==> src/rtl/memctl_pkg.sv <==
// Shared memory-controller definitions: command control-bit layout, the
// read/write direction state, and small helpers used by the command arbiter.
package memctl_pkg;

    localparam int CTL_W        = 6;
    localparam int CTL_CAS      = 5;
    localparam int CTL_RAS      = 4;
    localparam int CTL_WE       = 3;
    localparam int CTL_IS_CMD   = 2;
    localparam int CTL_IS_READ  = 1;
    localparam int CTL_IS_WRITE = 0;

    typedef enum logic [1:0] {
        DIR_RD       = 2'd0,
        DIR_WR       = 2'd1,
        DIR_RTW_WAIT = 2'd2,
        DIR_WTR_WAIT = 2'd3
    } dir_state_e;

    function automatic logic ctl_is_act(input logic [CTL_W-1:0] ctl);
        return ctl[CTL_RAS] & ~ctl[CTL_CAS] & ~ctl[CTL_WE] & ctl[CTL_IS_CMD];
    endfunction

    function automatic logic [7:0] sat_dec(input logic [7:0] v);
        return (v == 8'd0) ? 8'd0 : v - 8'd1;
    endfunction

endpackage

==> src/rtl/rr_priority_encoder.sv <==
// Round-robin priority encoder: picks the first request at or after ptr+1,
// returning a one-hot grant and its index. Purely combinational.
module rr_priority_encoder #(
    parameter int N = 8,
    localparam int IW = $clog2(N)
) (
    input  logic [N-1:0]  req_i,
    input  logic [IW-1:0] ptr_i,
    output logic [N-1:0]  grant_o,
    output logic [IW-1:0] idx_o,
    output logic          valid_o
);

    logic [IW-1:0] cand;

    // NOTE: every output of an always_comb gets a default first, so no path can infer a latch.
    always_comb begin
        grant_o = '0;
        idx_o   = '0;
        valid_o = 1'b0;
        cand    = '0;
        // N is a power of two, so the modulo wrap is just truncation of ptr+k.
        for (int k = 1; k <= N; k++) begin
            cand = ptr_i + IW'(k);
            if (!valid_o && req_i[cand]) begin
                valid_o       = 1'b1;
                idx_o         = cand;
                grant_o[cand] = 1'b1;
            end
        end
    end

endmodule

==> src/rtl/bank_cmd_arbiter.sv <==
// Round-robin arbiter merging per-bank command streams into one registered
// command stream, enforcing read/write turnaround and ACT-to-ACT spacing.
module bank_cmd_arbiter
    import memctl_pkg::*;
#(
    parameter int NBANKS = 8,
    parameter int AW     = 17,
    parameter int BAW    = 3,
    localparam int BW    = $clog2(NBANKS)
) (
    input  logic                      sys_clk,
    input  logic                      sys_rst,
    input  logic [NBANKS-1:0]         bm_cmd_valid,
    output logic [NBANKS-1:0]         bm_cmd_ready,
    input  logic [NBANKS*AW-1:0]      bm_cmd_a,
    input  logic [NBANKS*BAW-1:0]     bm_cmd_ba,
    input  logic [NBANKS*CTL_W-1:0]   bm_cmd_ctl,
    output logic                      out_valid,
    input  logic                      out_ready,
    output logic [AW-1:0]             out_a,
    output logic [BAW-1:0]            out_ba,
    output logic [CTL_W-1:0]          out_ctl,
    output logic [BW-1:0]             out_bank,
    input  logic [7:0]                cfg_tWTR,
    input  logic [7:0]                cfg_tRTW,
    input  logic [7:0]                cfg_tRRD
);

    logic [NBANKS-1:0] is_rd, is_wr, is_act, eligible, grant_oh;
    logic [BW-1:0]     grant_idx, ptr_q;
    logic              any_elig, load, grant_fire, rrd_ok;
    logic              rd_elig_any, rd_valid_any, wr_elig_any, wr_valid_any;
    dir_state_e        dir_q, dir_d;
    logic [7:0]        turn_cnt_q, turn_cnt_d, rrd_cnt_q, rrd_cnt_d;

    logic              out_valid_q;
    logic [AW-1:0]     out_a_q;
    logic [BAW-1:0]    out_ba_q;
    logic [CTL_W-1:0]  out_ctl_q;
    logic [BW-1:0]     out_bank_q;

    assign rrd_ok = (rrd_cnt_q == 8'd0);

    for (genvar i = 0; i < NBANKS; i++) begin : g_class
        logic [CTL_W-1:0] ctl;
        assign ctl       = bm_cmd_ctl[i*CTL_W +: CTL_W];
        assign is_rd[i]  = ctl[CTL_IS_READ];
        assign is_wr[i]  = ctl[CTL_IS_WRITE] & ~ctl[CTL_IS_READ];
        assign is_act[i] = ctl_is_act(ctl) & ~ctl[CTL_IS_READ] & ~ctl[CTL_IS_WRITE];
        assign eligible[i] = bm_cmd_valid[i] & (is_rd[i]  ? (dir_q == DIR_RD) :
                                                is_wr[i]  ? (dir_q == DIR_WR) :
                                                is_act[i] ? rrd_ok : 1'b1);
    end

    assign rd_valid_any = |(bm_cmd_valid & is_rd);
    assign wr_valid_any = |(bm_cmd_valid & is_wr);
    assign rd_elig_any  = |(eligible & is_rd);
    assign wr_elig_any  = |(eligible & is_wr);

    rr_priority_encoder #(.N(NBANKS)) u_rr (
        .req_i   (eligible),
        .ptr_i   (ptr_q),
        .grant_o (grant_oh),
        .idx_o   (grant_idx),
        .valid_o (any_elig)
    );

    // Reset gates the accept so no bankmachine sees a handshake for a dropped command.
    assign load         = ~out_valid_q | out_ready;
    assign grant_fire   = load & any_elig & ~sys_rst;
    assign bm_cmd_ready = grant_fire ? grant_oh : '0;

    always_comb begin
        dir_d      = dir_q;
        turn_cnt_d = turn_cnt_q;
        case (dir_q)
            DIR_RD: if (load && !rd_elig_any && wr_valid_any) begin
                dir_d      = DIR_RTW_WAIT;
                turn_cnt_d = cfg_tRTW;
            end
            DIR_WR: if (load && !wr_elig_any && rd_valid_any) begin
                dir_d      = DIR_WTR_WAIT;
                turn_cnt_d = cfg_tWTR;
            end
            DIR_RTW_WAIT: if (turn_cnt_q <= 8'd1) begin
                dir_d      = DIR_WR;
                turn_cnt_d = 8'd0;
            end else begin
                turn_cnt_d = turn_cnt_q - 8'd1;
            end
            DIR_WTR_WAIT: if (turn_cnt_q <= 8'd1) begin
                dir_d      = DIR_RD;
                turn_cnt_d = 8'd0;
            end else begin
                turn_cnt_d = turn_cnt_q - 8'd1;
            end
            default: dir_d = DIR_RD;
        endcase
    end

    // Counter holds the number of blocked cycles left, so ACTs land exactly cfg_tRRD apart.
    always_comb begin
        rrd_cnt_d = sat_dec(rrd_cnt_q);
        if (grant_fire && is_act[grant_idx]) begin
            rrd_cnt_d = sat_dec(cfg_tRRD);
        end
    end

    // NOTE: sequential state uses non-blocking assignments only, so every register samples pre-edge values.
    always_ff @(posedge sys_clk or posedge sys_rst) begin
        if (sys_rst) begin
            dir_q       <= DIR_RD;
            turn_cnt_q  <= 8'd0;
            rrd_cnt_q   <= 8'd0;
            ptr_q       <= BW'(NBANKS - 1);
            out_valid_q <= 1'b0;
            out_a_q     <= '0;
            out_ba_q    <= '0;
            out_ctl_q   <= '0;
            out_bank_q  <= '0;
        end else begin
            dir_q      <= dir_d;
            turn_cnt_q <= turn_cnt_d;
            rrd_cnt_q  <= rrd_cnt_d;
            if (load) begin
                out_valid_q <= any_elig;
                if (any_elig) begin
                    out_a_q    <= bm_cmd_a[grant_idx*AW +: AW];
                    out_ba_q   <= bm_cmd_ba[grant_idx*BAW +: BAW];
                    out_ctl_q  <= bm_cmd_ctl[grant_idx*CTL_W +: CTL_W];
                    out_bank_q <= grant_idx;
                    ptr_q      <= grant_idx;
                end
            end
        end
    end

    assign out_valid = out_valid_q;
    assign out_a     = out_a_q;
    assign out_ba    = out_ba_q;
    assign out_ctl   = out_ctl_q;
    assign out_bank  = out_bank_q;

endmodule

==> config.mk <==
export PLATFORM = sky130hd
export DESIGN_NAME = bank_cmd_arbiter
export DESIGN_NICKNAME = d
export VERILOG_FILES = /design/src/rtl/memctl_pkg.sv /design/src/rtl/rr_priority_encoder.sv /design/src/rtl/bank_cmd_arbiter.sv
export SDC_FILE = /design/constraint.sdc
export NUM_CORES = 1
export LEC_CHECK = 0
export CAP_MARGIN = 20
export CORE_UTILIZATION = 40
export DETAILED_ROUTE_END_ITERATION = 7
export GPL_ROUTABILITY_DRIVEN = 0
export GPL_TIMING_DRIVEN = 0
export PLACE_DENSITY_LB_ADDON = 0.12
export SLEW_MARGIN = 20
export SYNTH_ARGS = -nofsm -noshare
export SYNTH_HDL_FRONTEND = slang
export SYNTH_SLANG_ARGS = --single-unit
==> constraint.sdc <==
create_clock -name sys_clk -period 9 [get_ports sys_clk]
set_input_delay 1.8 -clock sys_clk [delete_from_list [all_inputs] [get_ports sys_clk]]
set_output_delay 1.8 -clock sys_clk [all_outputs]
set_load 0.1 [all_outputs]
### Word-level counts from Yosys, hierarchy flattened

Index checks and enable logic that the tools add are counted.

| storage, ports and cells | value |
|---|---|
| word-level logic and storage cells | 289 |
| input bits | 243 |
| ROM bits | 0 |
| memories | 0 |
| latch bits | 0 |
| RAM bits | 0 |
| flip-flop bits (word level) | 51 |

| cells by class | value |
|---|---|
| divide/modulo/power cells | 0 |
| multiply operators | 3 |
| mux-type cells | 95 |
| bitwise logic cells | 104 |
| shifts and indexed selects | 3 |
| $lt $le $gt $ge | 18 |
| add/subtract/negate cells | 10 |
| eq/ne operators | 7 |
| reductions and logical operators | 40 |

Operators with widths:

| operator | number |
|---|---|
| variable part select 136 x 9 -> 17 bit | 1 |
| 2-to-1 mux 8 bit | 15 |
| bitwise AND 1 bit | 58 |
| OR 8 bit | 7 |
| 2-to-1 mux 1 bit | 49 |
| variable part select 48 x 7 -> 6 bit | 1 |
| < comparator 3 x 4 -> 1 bit (second input constant) | 9 |
| inverter 1 bit | 34 |
| bitwise AND 8 bit | 4 |
| OR reduction 8 bit | 4 |
| binary-select mux 1 bit (select 3 bit) | 9 |
| demux 1 bit (select 3 bit) | 8 |
| >= comparator 3 x 1 -> 1 bit (second input constant) | 8 |
| 2-to-1 mux 3 bit | 8 |
| case mux 8 bit (3 select lines) | 1 |
| variable part select 24 x 6 -> 3 bit | 1 |
| subtractor 8 x 1 -> 8 bit (second input constant) | 3 |
| logical AND 1 bit | 20 |
| logical NOT 8 bit | 2 |
| adder 3 bit (second input constant) | 4 |
| multiplier 3 x 2 -> 5 bit (second input constant) | 2 |
| logical NOT 1 bit | 9 |
| less-or-equal comparator 8 x 1 -> 1 bit (second input constant) | 1 |
| multiplier 3 x 5 -> 8 bit (second input constant) | 1 |
| 13 further kinds | 21 |

### Logic depth before layout (Yosys ltp)

Gate-level depths: netlist (run 1).

| depth | value |
|---|---|
| word-level depth | 38 |
| depth in mapped cells | 20 |
| gate-level depth less buffers | 14 |

### Hierarchy

Synthesis (run 1) repeated with hierarchy kept, for this count alone.

| unflattened totals | value |
|---|---|
| cell total of the unflattened synthesis | 620 |
| area, all modules | 5891.9 µm² |

By module, submodules not included:

| module | seq. area each (µm²) | cells an instance | area each (µm²) | instances |
|---|---|---|---|---|
| bank_cmd_arbiter | 1280.0 | 488 | 4662.0 | 1 |
| rr_priority_encoder | 0.0 | 132 | 1229.9 | 1 |

### Worst setup path before layout (run 1)

Ideal clock, no wire load.

| timing path | value |
|---|---|
| path kind | input port to output port |
| start | input port bm_cmd_ctl[47] |
| end | output port bm_cmd_ready[6] |
| required time | 7.200 ns |
| path slack | 0.571 ns |
| buffers on the path | 1 |
| data arrival time | 6.629 ns |
| stages on the path | 12 |
| path through | nor4bb_1 > o211ai_2 > a21boi_1 > clkbuf_1 > a22oi_1 > nand4_1 > nand2_1 > nor3_1 > a222oi_1 > a21boi_0 > and2_1 > a211oi_1 |

| between the ends | value |
|---|---|
| longest elaborated chain between the ends | 37 |

RTL lines:

| what | line | RTL |
|---|---|---|
| start, declared | bank_cmd_arbiter.sv:17 | `input logic [NBANKS*CTL_W-1:0] bm_cmd_ctl,` |
| inverter 1 bit * | memctl_pkg.sv:21 | `return ctl[CTL_RAS] & ~ctl[CTL_CAS] & ~ctl[CTL_WE] & ctl[CTL_IS_CMD];` |
| bitwise AND 1 bit * (3 in a row) | memctl_pkg.sv:21 |  |
| bitwise AND 1 bit * (2 in a row) | bank_cmd_arbiter.sv:49 | `assign is_act[i] = ctl_is_act(ctl) & ~ctl[CTL_IS_READ] & ~ctl[CTL_IS_WRITE];` |
| 2-to-1 mux 1 bit * | bank_cmd_arbiter.sv:52 | `is_act[i] ? rrd_ok : 1'b1);` |
| 2-to-1 mux 1 bit * | bank_cmd_arbiter.sv:51 | `is_wr[i] ? (dir_q == DIR_WR) :` |
| 2-to-1 mux 1 bit * | bank_cmd_arbiter.sv:50 | `assign eligible[i] = bm_cmd_valid[i] & (is_rd[i] ? (dir_q == DIR_RD) :` |
| bitwise AND 1 bit * | bank_cmd_arbiter.sv:50 |  |
| binary-select mux 1 bit (select 3 bit) | rr_priority_encoder.sv:25 | `if (!valid_o && req_i[cand]) begin` |
| [17 not listed] | n/a |  |
| logical NOT 1 bit | rr_priority_encoder.sv:25 |  |
| logical AND 1 bit | rr_priority_encoder.sv:25 |  |
| 2-to-1 mux 1 bit | rr_priority_encoder.sv:25 |  |
| logical NOT 1 bit | rr_priority_encoder.sv:25 |  |
| logical AND 1 bit | rr_priority_encoder.sv:25 |  |
| 2-to-1 mux 1 bit | rr_priority_encoder.sv:25 |  |
| bitwise AND 1 bit (2 in a row) | bank_cmd_arbiter.sv:70 | `assign grant_fire = load & any_elig & ~sys_rst;` |
| 2-to-1 mux 8 bit * | bank_cmd_arbiter.sv:71 | `assign bm_cmd_ready = grant_fire ? grant_oh : '0;` |
| end, declared | bank_cmd_arbiter.sv:14 | `output logic [NBANKS-1:0] bm_cmd_ready,` |

Mark *: on every way between the ends. The rest lies on a longest branch, timed or not. The select of a mux whose other input is x is not followed.

### Worst setup path after layout (run 1)

| timing path | value |
|---|---|
| start | input port bm_cmd_ctl[19] |
| end | output port bm_cmd_ready[5] |

| between the ends | value |
|---|---|
| longest elaborated chain between the ends | 34 |

RTL lines:

| what | line |
|---|---|
| inverter 1 bit | bank_cmd_arbiter.sv:48, bank_cmd_arbiter.sv:49 |
| bitwise AND 1 bit (2 in a row) | bank_cmd_arbiter.sv:49 |
| 2-to-1 mux 1 bit | bank_cmd_arbiter.sv:52 |
| 2-to-1 mux 1 bit | bank_cmd_arbiter.sv:51 |
| 2-to-1 mux 1 bit * | bank_cmd_arbiter.sv:50 |
| bitwise AND 1 bit * | bank_cmd_arbiter.sv:50 |
| binary-select mux 1 bit (select 3 bit) | rr_priority_encoder.sv:25 |
| 2-to-1 mux 1 bit (not written as such) | rr_priority_encoder.sv:25 |
| [16 not listed] | n/a |
| logical NOT 1 bit | rr_priority_encoder.sv:25 |
| logical AND 1 bit | rr_priority_encoder.sv:25 |
| 2-to-1 mux 1 bit | rr_priority_encoder.sv:25 |
| logical NOT 1 bit | rr_priority_encoder.sv:25 |
| logical AND 1 bit | rr_priority_encoder.sv:25 |
| 2-to-1 mux 1 bit | rr_priority_encoder.sv:25 |
| bitwise AND 1 bit (2 in a row) | bank_cmd_arbiter.sv:70 |
| 2-to-1 mux 8 bit * | bank_cmd_arbiter.sv:71 |

Marks and branches as above.

==> impl_metrics.xml, run 1 <==
<?xml version="1.0" encoding="UTF-8"?>
<metrics>
  <group name="outcome">
    <metric name="outcome" unit="">completed</metric>
  </group>
  <group name="sta">
    <metric name="finalSetupViolCount" unit="">0</metric>
    <metric name="drv_slew" unit="">0</metric>
    <metric name="rsz0062_at_grt" unit="">false</metric>
    <metric name="total_negative_slack_for_setup_checks" unit="ps">0</metric>
    <metric name="hold_violations" unit="">0</metric>
    <metric name="maxClockFrequency" unit="MHz">118</metric>
    <metric name="timing.final.crit_period" unit="ps">8480</metric>
    <metric name="post-route-worst-setup-slack" unit="ps">515</metric>
    <metric name="period_share" unit="">0.943</metric>
    <metric name="worst-slew-pin-transition" unit="ps">1090</metric>
    <metric name="min_hold_slack" unit="ps">485</metric>
    <metric name="timing.max_slew.rel_slack" unit="">0.270</metric>
    <metric name="final.setup_skew" unit="ps">8.36</metric>
  </group>
  <group name="worst_setup_path">
    <metric name="critical_path_rt" unit="ps">7200</metric>
    <metric name="cp-start-kind" unit="">input port</metric>
    <metric name="timing.critical_path.slowest_stage_cell" unit="">sky130_fd_sc_hd__dlymetal6s2s_1</metric>
    <metric name="nature_of_the_critical_path_endpoint" unit="">output port</metric>
    <metric name="crit_chain" unit="">clkdlybuf4s50_1 -&gt; nor4b_1 -&gt; o211ai_1 -&gt; a21boi_1 -&gt; buf_2 -&gt; a22oi_1 -&gt; nand4_1 -&gt; nand2_1 -&gt; nor4_1 -&gt; a222oi_1 -&gt; a21boi_0 -&gt; mux2_2 -&gt; nor2_1 -&gt; dlymetal6s2s_1</metric>
    <metric name="timing_worst_setup_path_type" unit="">input port to output port</metric>
    <metric name="critical_path_arrival" unit="ps">6680</metric>
    <metric name="critical-path-max-stage-delay" unit="ps">750</metric>
    <metric name="cp_max_fo" unit="">10</metric>
  </group>
  <group name="floorplan">
    <metric name="initial_core_util" unit="">0.414</metric>
    <metric name="num_io_pins" unit="">281</metric>
    <metric name="rows" unit="">47</metric>
    <metric name="die_h" unit="µm">134</metric>
    <metric name="die_area" unit="µm²">18000</metric>
    <metric name="die-width" unit="µm">134</metric>
    <metric name="core_region_area" unit="µm²">16800</metric>
  </group>
  <group name="drt">
    <metric name="dr.pass1.iters" unit="">6</metric>
    <metric name="drt.antenna.violating_nets" unit="">0</metric>
    <metric name="drt-vias-per-instance" unit="">5.78</metric>
    <metric name="post_detailed_route_drc_marker_count" unit="">0</metric>
    <metric name="routed_wirelength" unit="µm">27400</metric>
    <metric name="dr.first_iter.drc_count" unit="">570</metric>
    <metric name="wl_per_cell" unit="µm">20.8</metric>
    <metric name="route.vias.total" unit="">7625</metric>
  </group>
  <group name="yosys">
    <metric name="postSynthRegisterBits" unit="">51</metric>
    <metric name="yosys_most_used_dff" unit="">sky130_fd_sc_hd__dfrtp_1</metric>
    <metric name="synthesis.area" unit="µm²">6970</metric>
    <metric name="netlist_top_cells_area" unit="">sky130_fd_sc_hd__mux2i_1 28%, sky130_fd_sc_hd__dfrtp_1 17%, sky130_fd_sc_hd__nand2_1 4.5%</metric>
    <metric name="synth.net_count" unit="">1069</metric>
    <metric name="postSynth.asyncResetShare" unit="">1.00</metric>
    <metric name="yosys.area.top_type_share" unit="">0.283</metric>
    <metric name="yosysWarningCount" unit="">0</metric>
    <metric name="leading_cell_type_by_number_of_instances_after_synthesis" unit="">sky130_fd_sc_hd__mux2i_1</metric>
    <metric name="synth_cell_type_count" unit="">84</metric>
    <metric name="synth_sequential_area_ratio" unit="">0.184</metric>
    <metric name="synthesis.area_per_instance" unit="µm²">8.60</metric>
    <metric name="post_synth_most_frequent_cells" unit="">197 x sky130_fd_sc_hd__mux2i_1, 83 x sky130_fd_sc_hd__nand2_1, 63 x sky130_fd_sc_hd__nor2_1</metric>
    <metric name="synthCells" unit="">810</metric>
    <metric name="netlist.top_cell.by_area" unit="">sky130_fd_sc_hd__mux2i_1</metric>
    <metric name="synth-edff-count" unit="">0</metric>
  </group>
  <group name="clock_network">
    <metric name="clock_tree_from_tritoncts" unit="">yes</metric>
    <metric name="cts_num_sinks" unit="">51</metric>
    <metric name="clockRootBuffer" unit="">sky130_fd_sc_hd__clkbuf_16</metric>
    <metric name="ctsLongestPathBuffers" unit="">2</metric>
    <metric name="worstSkewPairLatency" unit="ps">310</metric>
    <metric name="clk_pin_slew" unit="ps">70</metric>
    <metric name="clock_tree.htree_level_count" unit="">2</metric>
    <metric name="cts_setup_buffers" unit="">0</metric>
    <metric name="cts_made_buffers" unit="">5</metric>
    <metric name="cts_hold_repair.buffers" unit="">0</metric>
  </group>
  <group name="global_routing">
    <metric name="grt_overflow" unit="">0</metric>
    <metric name="antenna_found_initial" unit="">1</metric>
    <metric name="grt_max_degree" unit="">53</metric>
    <metric name="grt_pass1_vias" unit="">7611</metric>
    <metric name="global_route_wire_length_before_repair" unit="µm">42400</metric>
    <metric name="groute.usage.overall" unit="">0.306</metric>
  </group>
  <group name="cells_and_area">
    <metric name="layout.nets" unit="">1356</metric>
    <metric name="drive_above_1_share" unit="">0.0756</metric>
    <metric name="area.growth.synth_to_final" unit="%">46.8</metric>
    <metric name="stdcell_count" unit="">1319</metric>
    <metric name="fillCellCount" unit="">1589</metric>
  </group>
  <group name="worst_hold_path">
    <metric name="hold_path_class" unit="">flip-flop to flip-flop</metric>
  </group>
  <group name="placed_design">
    <metric name="dp_hpwl" unit="µm">22400</metric>
    <metric name="placedCellCount" unit="">1310</metric>
    <metric name="detailedPlace.worstSlack" unit="ps">-59.8</metric>
    <metric name="port_buffers" unit="">280</metric>
  </group>
  <group name="job">
    <metric name="maxCapViolCount" unit="">0</metric>
  </group>
</metrics>
-- placed cells by master (no fill, tap or decap), drive strengths merged, types with 10 or more instances in the layout --
cell type / n
xnor2: 11
ha: 16
buf: 23
mux2i: 198
a22oi: 12
clkdlybuf4s50: 272
nand2: 83
o21ai: 57
a21oi: 32
dfrtp: 48
inv: 24
nor2b: 15
o211ai: 13
nand3: 12
clkbuf: 33
a21boi: 10
nor3: 11
nor2: 64
a211oi: 19
mux4: 12
-- worst paths after layout --
| check | depth (start not counted) | from | slack [ps] | to |
|---|---|---|---|---|
| max in group asynchronous | 2 | sys_rst | 6570 | rrd_cnt_q[2] |
| min reg2reg | 2 | out_a[2] | 490 | out_a[2] |
| max | 14 | bm_cmd_ctl[19] | 520 | bm_cmd_ready[5] |
| min in group asynchronous | 2 | sys_rst | 1950 | turn_cnt_q[5] |
| min | 2 | out_a[2] | 490 | out_a[2] |
| max reg2reg | 16 | ptr_q[0] | 3500 | rrd_cnt_q[6] |
-- what timing repair did --
item	in CTS	in global routing
endpoints found under the hold margin	0	0
endpoints found under the setup margin	3	8
resized for setup	3	15
-- per-layer routing --
metal,global-route usage,part of all wire
met5,0,0
met4,0.0808,0.023
met3,0.0514,0.067
met2,0.545,0.50
met1,0.378,0.41
-- registers in the layout, indices dropped and copies added, names as in the netlist --
| register | flops |
|---|---|
| out_ctl | 6 |
| out_ba | 3 |
| dir_q | 2 |
| turn_cnt_q | 8 |
| out_valid | 1 |
| out_bank | 3 |
| rrd_cnt_q | 8 |
| ptr_q | 3 |
| out_a | 17 |
-- worst max-delay path: cells and delay by family --
family | cells | cell delay, ps
compound gates | 5 | 1120
buf+inv | 3 | 1650
mux | 1 | 300
simple gates | 5 | 1830
-- through the flow --
step / cell area, µm² / utilization
after floorplan: 6970 / -
after global placement: 10000 / 0.597
after detailed placement: 10000 / 0.598
after CTS: 10200 / 0.607
after global routing: 10200 / 0.608
final: 10200 / 0.608
-- area by class of cell --
type | count | area, µm² | share of cell area
diodes | 1 | 2.50 | 0.000245
plain buffers | 47 | 295 | 0.0289
clock buffers | 6 | 129 | 0.0126
clock inverters | 2 | 38.8 | 0.00379
inverters | 23 | 88.8 | 0.00868
multi-input cells | 689 | 5320 | 0.520
flip-flops and latches | 51 | 1280 | 0.125
well taps | 220 | 275 | 0.0269
repair buffers | 280 | 2800 | 0.274
-- logic make-up after synthesis --
| group | count (synthesis) | share of synthesized area |
|---|---|---|
| adders and majority gates | 16 | 0.0287 |
| xor gates and xnor gates | 16 | 0.0201 |
| DFF | 51 | 0.184 |
| and+or+nand+nor | 242 | 0.172 |
| muxes | 214 | 0.330 |
| buffers and inverters | 70 | 0.0548 |
| AOI/OAI and AO/OA | 201 | 0.211 |
Power of run 1 is not shown: default switching activity piles up to over one toggle a cycle in this logic, so the estimate is an artifact.
==> run 2, diff against run 1 <==
PLACE_DENSITY = 0.75   (was not set)
PLACE_DENSITY_LB_ADDON = not set   (was 0.12)
==> run 2 against run 1 <==
Die area stayed put. Clock skew is 2.7 ps lower. Final cell count hardly changed. Final area is 0.22% lower. Hold slack worse by 2.7 ps. First-iteration DRC count is 23% lower.
==> impl_metrics.xml, run 2 (synthesized netlist as in run 1, its figures left out) <==
<?xml version="1.0" encoding="UTF-8"?>
<metrics>
  <group name="outcome">
    <metric name="outcome" unit="">completed</metric>
  </group>
  <group name="clock_network">
    <metric name="ctsLongestPathBuffers" unit="">2</metric>
    <metric name="clock_tree.htree_level_count" unit="">2</metric>
    <metric name="clockRootBuffer" unit="">sky130_fd_sc_hd__clkbuf_16</metric>
    <metric name="cts_hold_repair.buffers" unit="">0</metric>
    <metric name="clock_tree_from_tritoncts" unit="">yes</metric>
    <metric name="cts_made_buffers" unit="">5</metric>
    <metric name="clk_pin_slew" unit="ps">60</metric>
    <metric name="worstSkewPairLatency" unit="ps">300</metric>
    <metric name="cts_num_sinks" unit="">51</metric>
    <metric name="cts_setup_buffers" unit="">0</metric>
  </group>
  <group name="worst_setup_path">
    <metric name="cp-start-kind" unit="">input port</metric>
    <metric name="regToRegSetupSlack" unit="ps">3590</metric>
    <metric name="cp_max_fo" unit="">10</metric>
    <metric name="critical_path_rt" unit="ps">7200</metric>
    <metric name="nature_of_the_critical_path_endpoint" unit="">output port</metric>
    <metric name="timing_worst_setup_path_type" unit="">input port to output port</metric>
    <metric name="critical_path_arrival" unit="ps">6860</metric>
  </group>
  <group name="cells_and_area">
    <metric name="fillCellCount" unit="">1531</metric>
    <metric name="final_cell_area" unit="µm²">10200</metric>
    <metric name="area.growth.synth_to_final" unit="%">46.5</metric>
    <metric name="final_common_cell" unit="">sky130_fd_sc_hd__clkdlybuf4s50_1</metric>
    <metric name="layout.nets" unit="">1356</metric>
    <metric name="utilization" unit="">0.607</metric>
    <metric name="flip_flop_count_of_the_largest_register_all_copies_and_words_added" unit="">17</metric>
    <metric name="drive_above_1_share" unit="">0.0710</metric>
    <metric name="stdcell_count" unit="">1320</metric>
    <metric name="final_cell_mix" unit="">276 x sky130_fd_sc_hd__clkdlybuf4s50_1, 197 x sky130_fd_sc_hd__mux2i_1, 83 x sky130_fd_sc_hd__nand2_1</metric>
  </group>
  <group name="placed_design">
    <metric name="postPlaceCellArea" unit="µm²">10000</metric>
    <metric name="dp_hpwl" unit="µm">22100</metric>
    <metric name="placedCellCount" unit="">1310</metric>
    <metric name="port_buffers" unit="">280</metric>
  </group>
  <group name="sta">
    <metric name="rsz0062_at_grt" unit="">false</metric>
    <metric name="timing.max_slew.rel_slack" unit="">0.272</metric>
    <metric name="finalSetupViolCount" unit="">0</metric>
    <metric name="total_negative_slack_for_setup_checks" unit="ps">0</metric>
    <metric name="worst-slew-pin-transition" unit="ps">1090</metric>
    <metric name="drv_slew" unit="">0</metric>
    <metric name="final.setup_skew" unit="ps">5.62</metric>
    <metric name="maxClockFrequency" unit="MHz">115</metric>
    <metric name="period_share" unit="">0.962</metric>
    <metric name="hold_violations" unit="">0</metric>
    <metric name="timing.final.crit_period" unit="ps">8660</metric>
  </group>
  <group name="floorplan">
    <metric name="rows" unit="">47</metric>
    <metric name="die-width" unit="µm">134</metric>
    <metric name="num_io_pins" unit="">281</metric>
    <metric name="core_region_area" unit="µm²">16800</metric>
    <metric name="die_area" unit="µm²">18000</metric>
    <metric name="die_h" unit="µm">134</metric>
    <metric name="initial_core_util" unit="">0.414</metric>
  </group>
  <group name="global_routing">
    <metric name="groute.usage.overall" unit="">0.295</metric>
    <metric name="antenna_found_initial" unit="">1</metric>
    <metric name="grt_overflow" unit="">0</metric>
    <metric name="grt_max_degree" unit="">53</metric>
    <metric name="global_route_wire_length_before_repair" unit="µm">40800</metric>
    <metric name="grt_pass1_vias" unit="">7668</metric>
  </group>
  <group name="worst_hold_path">
    <metric name="hold_path_class" unit="">flip-flop to flip-flop</metric>
  </group>
  <group name="drt">
    <metric name="routed_wirelength" unit="µm">26600</metric>
    <metric name="drt-vias-per-instance" unit="">5.78</metric>
    <metric name="dr.pass1.iters" unit="">6</metric>
    <metric name="wl_per_cell" unit="µm">20.2</metric>
    <metric name="dr.first_iter.drc_count" unit="">438</metric>
    <metric name="route.vias.total" unit="">7624</metric>
    <metric name="drt.antenna.violating_nets" unit="">0</metric>
    <metric name="post_detailed_route_drc_marker_count" unit="">0</metric>
  </group>
  <group name="job">
    <metric name="maxCapViolCount" unit="">0</metric>
  </group>
</metrics>
==> run 2: cell type report <==
type / instances / area [µm²] / share of cell area
multi-input combinational: 689 / 5310 / 0.520
timing repair buffer: 280 / 2810 / 0.276
sequential: 51 / 1280 / 0.125
buffer: 47 / 295 / 0.0289
tap: 220 / 275 / 0.0270
clock buffer: 7 / 133 / 0.0130
inverter: 23 / 88.8 / 0.00870
clock inverter: 1 / 5.00 / 0.000490
antenna: 2 / 5.00 / 0.000490
==> run 2: worst paths after layout <==
| check | from | cells after the start | endpoint |
|---|---|---|---|
| worst min register to register | out_a[9] | 2 | out_a[9] |
| min in group asynchronous | sys_rst | 2 | out_bank[2] |
| worst max register to register | ptr_q[0] | 14 | rrd_cnt_q[6] |
| worst max-delay path | bm_cmd_ctl[8] | 13 | bm_cmd_ready[2] |
| max in group asynchronous | sys_rst | 2 | out_a[11] |
| worst min-delay path | out_a[9] | 2 | out_a[9] |
==> run 2: critical path, stage by stage <==
cell                              delay, ps
sky130_fd_sc_hd__clkdlybuf4s50_1        530
sky130_fd_sc_hd__nor4bb_1               560
sky130_fd_sc_hd__o211ai_2               250
sky130_fd_sc_hd__a21oi_1                620
sky130_fd_sc_hd__a22oi_1                160
sky130_fd_sc_hd__nand4_1                340
sky130_fd_sc_hd__nand2_1                210
sky130_fd_sc_hd__nor4b_2                730
sky130_fd_sc_hd__nand2_1                110
sky130_fd_sc_hd__nand2_1                110
sky130_fd_sc_hd__nor2_1                  50
sky130_fd_sc_hd__a211oi_1               210
sky130_fd_sc_hd__clkdlybuf4s50_1       1160
==> run 2: through the flow <==
stage	worst slack [ps]	hold slack, ps
3_3_place_gp	135	462
3_5_place_dp	56.4	473
2_1_floorplan	571	451
5_1_grt	17.2	500
6_report	339	482
4_1_cts	45.6	487
==> run 2: metal layers <==
layer | vias up | track usage | share of wire
li1 | 3614 | - | -
met1 | 3585 | 0.343 | 0.38
met2 | 359 | 0.533 | 0.51
met3 | 66 | 0.0510 | 0.070
met4 | 0 | 0.115 | 0.035
met5 | - | 0 | 0
==> run 2: repair_timing <==
| item | in CTS | in global routing |
|---|---|---|
| gates resized for setup | 0 | 5 |
| setup endpoints to repair | 0 | 8 |
| endpoints found under the hold margin | 0 | 0 |
Power of run 2 is left out for the same reason.
==> run 3, diff against run 2 <==
CORE_UTILIZATION = 49   (was 40)
PLACE_DENSITY = 0.92   (was 0.75)
==> run 3 against run 2 <==
The flow now finishes with violations (DRC). Non-clock buffer count grew 1. Utilization grew 13 points. Hold slack gained 11 ps. Critical path depth is the same. Critical endpoint unchanged. Largest cell class unchanged.
==> impl_metrics.xml, run 3 (synthesized netlist as in run 1, its figures left out) <==
<?xml version="1.0" encoding="UTF-8"?>
<metrics>
  <group name="outcome">
    <metric name="outcome" unit="">complete, but fails checks</metric>
    <metric name="failed_checks" unit="">DRC</metric>
  </group>
  <group name="sta">
    <metric name="timing.final.crit_period" unit="ps">8840</metric>
    <metric name="period_share" unit="">0.982</metric>
    <metric name="min_hold_slack" unit="ps">493</metric>
    <metric name="maxClockFrequency" unit="MHz">113</metric>
    <metric name="final.setup_skew" unit="ps">4.47</metric>
    <metric name="post-route-worst-setup-slack" unit="ps">163</metric>
    <metric name="hold_violations" unit="">0</metric>
    <metric name="worst-slew-pin-transition" unit="ps">1110</metric>
    <metric name="finalSetupViolCount" unit="">0</metric>
    <metric name="total_negative_slack_for_setup_checks" unit="ps">0</metric>
    <metric name="timing.max_slew.rel_slack" unit="">0.258</metric>
    <metric name="drv_slew" unit="">0</metric>
    <metric name="rsz0062_at_grt" unit="">false</metric>
  </group>
  <group name="cells_and_area">
    <metric name="layout.nets" unit="">1357</metric>
    <metric name="final_cell_mix" unit="">276 x sky130_fd_sc_hd__clkdlybuf4s50_1, 197 x sky130_fd_sc_hd__mux2i_1, 83 x sky130_fd_sc_hd__nand2_1</metric>
    <metric name="final_common_cell" unit="">sky130_fd_sc_hd__clkdlybuf4s50_1</metric>
    <metric name="seqCellArea" unit="µm²">1280</metric>
    <metric name="multiInputGateArea" unit="µm²">5310</metric>
    <metric name="drive_above_1_share" unit="">0.0728</metric>
    <metric name="area.growth.synth_to_final" unit="%">46.7</metric>
    <metric name="flip_flop_count_of_the_largest_register_all_copies_and_words_added" unit="">17</metric>
    <metric name="fillCellCount" unit="">996</metric>
  </group>
  <group name="global_routing">
    <metric name="antenna_found_initial" unit="">1</metric>
    <metric name="grt_max_degree" unit="">34</metric>
    <metric name="grt_overflow" unit="">0</metric>
    <metric name="global_route_wire_length_before_repair" unit="µm">42100</metric>
    <metric name="groute.usage.overall" unit="">0.374</metric>
    <metric name="grt_pass1_vias" unit="">8203</metric>
  </group>
  <group name="worst_setup_path">
    <metric name="critical_path_rt" unit="ps">7200</metric>
    <metric name="nature_of_the_critical_path_endpoint" unit="">output port</metric>
    <metric name="rr_worst_depth" unit="">16</metric>
    <metric name="timing_worst_setup_path_type" unit="">input port to output port</metric>
    <metric name="critical_path_arrival" unit="ps">7040</metric>
    <metric name="cp_max_fo" unit="">10</metric>
    <metric name="cp-start-kind" unit="">input port</metric>
  </group>
  <group name="clock_network">
    <metric name="clock_tree_from_tritoncts" unit="">yes</metric>
    <metric name="ctsLongestPathBuffers" unit="">2</metric>
    <metric name="worstSkewPairLatency" unit="ps">300</metric>
    <metric name="cts_setup_buffers" unit="">0</metric>
    <metric name="clock_tree.htree_level_count" unit="">2</metric>
    <metric name="cts_num_sinks" unit="">51</metric>
    <metric name="cts_made_buffers" unit="">5</metric>
    <metric name="clockRootBuffer" unit="">sky130_fd_sc_hd__clkbuf_16</metric>
    <metric name="clk_pin_slew" unit="ps">70</metric>
  </group>
  <group name="floorplan">
    <metric name="die_h" unit="µm">121</metric>
    <metric name="num_io_pins" unit="">281</metric>
    <metric name="rows" unit="">43</metric>
    <metric name="core_region_area" unit="µm²">13900</metric>
    <metric name="die-width" unit="µm">121</metric>
    <metric name="die_area" unit="µm²">14700</metric>
    <metric name="initial_core_util" unit="">0.502</metric>
  </group>
  <group name="worst_hold_path">
    <metric name="min_path_cells" unit="">2</metric>
    <metric name="hold_path_class" unit="">flip-flop to flip-flop</metric>
  </group>
  <group name="placed_design">
    <metric name="port_buffers" unit="">280</metric>
    <metric name="detailedPlace.worstSlack" unit="ps">133</metric>
    <metric name="dp_hpwl" unit="µm">22400</metric>
  </group>
  <group name="drt">
    <metric name="dr.first_iter.drc_count" unit="">781</metric>
    <metric name="post_detailed_route_drc_marker_count" unit="">1</metric>
    <metric name="drt.antenna.violating_nets" unit="">0</metric>
    <metric name="drt-vias-per-instance" unit="">6.33</metric>
    <metric name="dr.pass1.iters" unit="">8</metric>
    <metric name="routed_wirelength" unit="µm">27700</metric>
    <metric name="route.vias.total" unit="">8107</metric>
    <metric name="wl_per_cell" unit="µm">21.7</metric>
  </group>
  <group name="job">
    <metric name="maxCapViolCount" unit="">0</metric>
  </group>
</metrics>
[run 3: cell types whose count changed in the layout (fill, tap and decap cells not counted), sizes merged]
cell | before | now
clkinvlp | 0 | 1
buf | 23 | 24
bufinv | 0 | 2
clkbuf | 31 | 29
diode | 2 | 1
clkinv | 1 | 0
[run 3: per-layer routing]
layer | part of all wire | vias to the layer above | GRT usage
li1 | - | 3620 | -
met1 | 0.36 | 3803 | 0.427
met2 | 0.50 | 536 | 0.650
met3 | 0.078 | 148 | 0.0559
met4 | 0.068 | 0 | 0.244
met5 | 0 | - | 0
[run 3: through the flow]
step	utilization	cells	cell area, µm²
2_1_floorplan	-	810	6970
3_3_place_gp	0.720	1270	10000
3_5_place_dp	0.722	1271	10000
4_1_cts	0.736	1279	10200
5_1_grt	0.736	1280	10200
6_report	0.736	1280	10200
[run 3: critical path, cell delays in order]
cell	delay (ps)
sky130_fd_sc_hd__clkdlybuf4s50_1	530
sky130_fd_sc_hd__nor4bb_1	560
sky130_fd_sc_hd__o211ai_2	240
sky130_fd_sc_hd__a21oi_1	650
sky130_fd_sc_hd__a22oi_1	160
sky130_fd_sc_hd__nand4_1	320
sky130_fd_sc_hd__nand2_1	210
sky130_fd_sc_hd__nor3_1	800
sky130_fd_sc_hd__a222oi_1	180
sky130_fd_sc_hd__nand2_1	140
sky130_fd_sc_hd__nor2_1	50
sky130_fd_sc_hd__a211oi_1	220
sky130_fd_sc_hd__clkdlybuf4s50_1	1160
[run 3: what timing repair did]
item                       in CTS  in global routing
setup endpoints to repair       0                  4
hold buffers                    0                  0
gates resized for setup         0                  4
[run 3: path summary, 6_finish.rpt]
| check | endpoint | start | slack (ps) |
|---|---|---|---|
| min in group asynchronous | rrd_cnt_q[6] | sys_rst | 1850 |
| max in group asynchronous | ptr_q[0] | sys_rst | 6540 |
| min | out_a[6] | out_a[6] | 490 |
| max reg2reg | rrd_cnt_q[6] | ptr_q[0] | 3310 |
| min reg2reg | out_a[6] | out_a[6] | 490 |
| max | bm_cmd_ready[2] | bm_cmd_ctl[9] | 160 |
[run 3: cell type report]
cell class | instances | area share
well taps | 180 | 0.0220
plain buffers | 47 | 0.0289
clock buffers | 5 | 0.0122
multi-input cells | 689 | 0.519
diodes | 1 | 0.000245
inverters | 23 | 0.00845
flip-flops and latches | 51 | 0.125
clock inverters | 3 | 0.00661
repair buffers | 281 | 0.277
Power of run 3 is left out for the same reason.
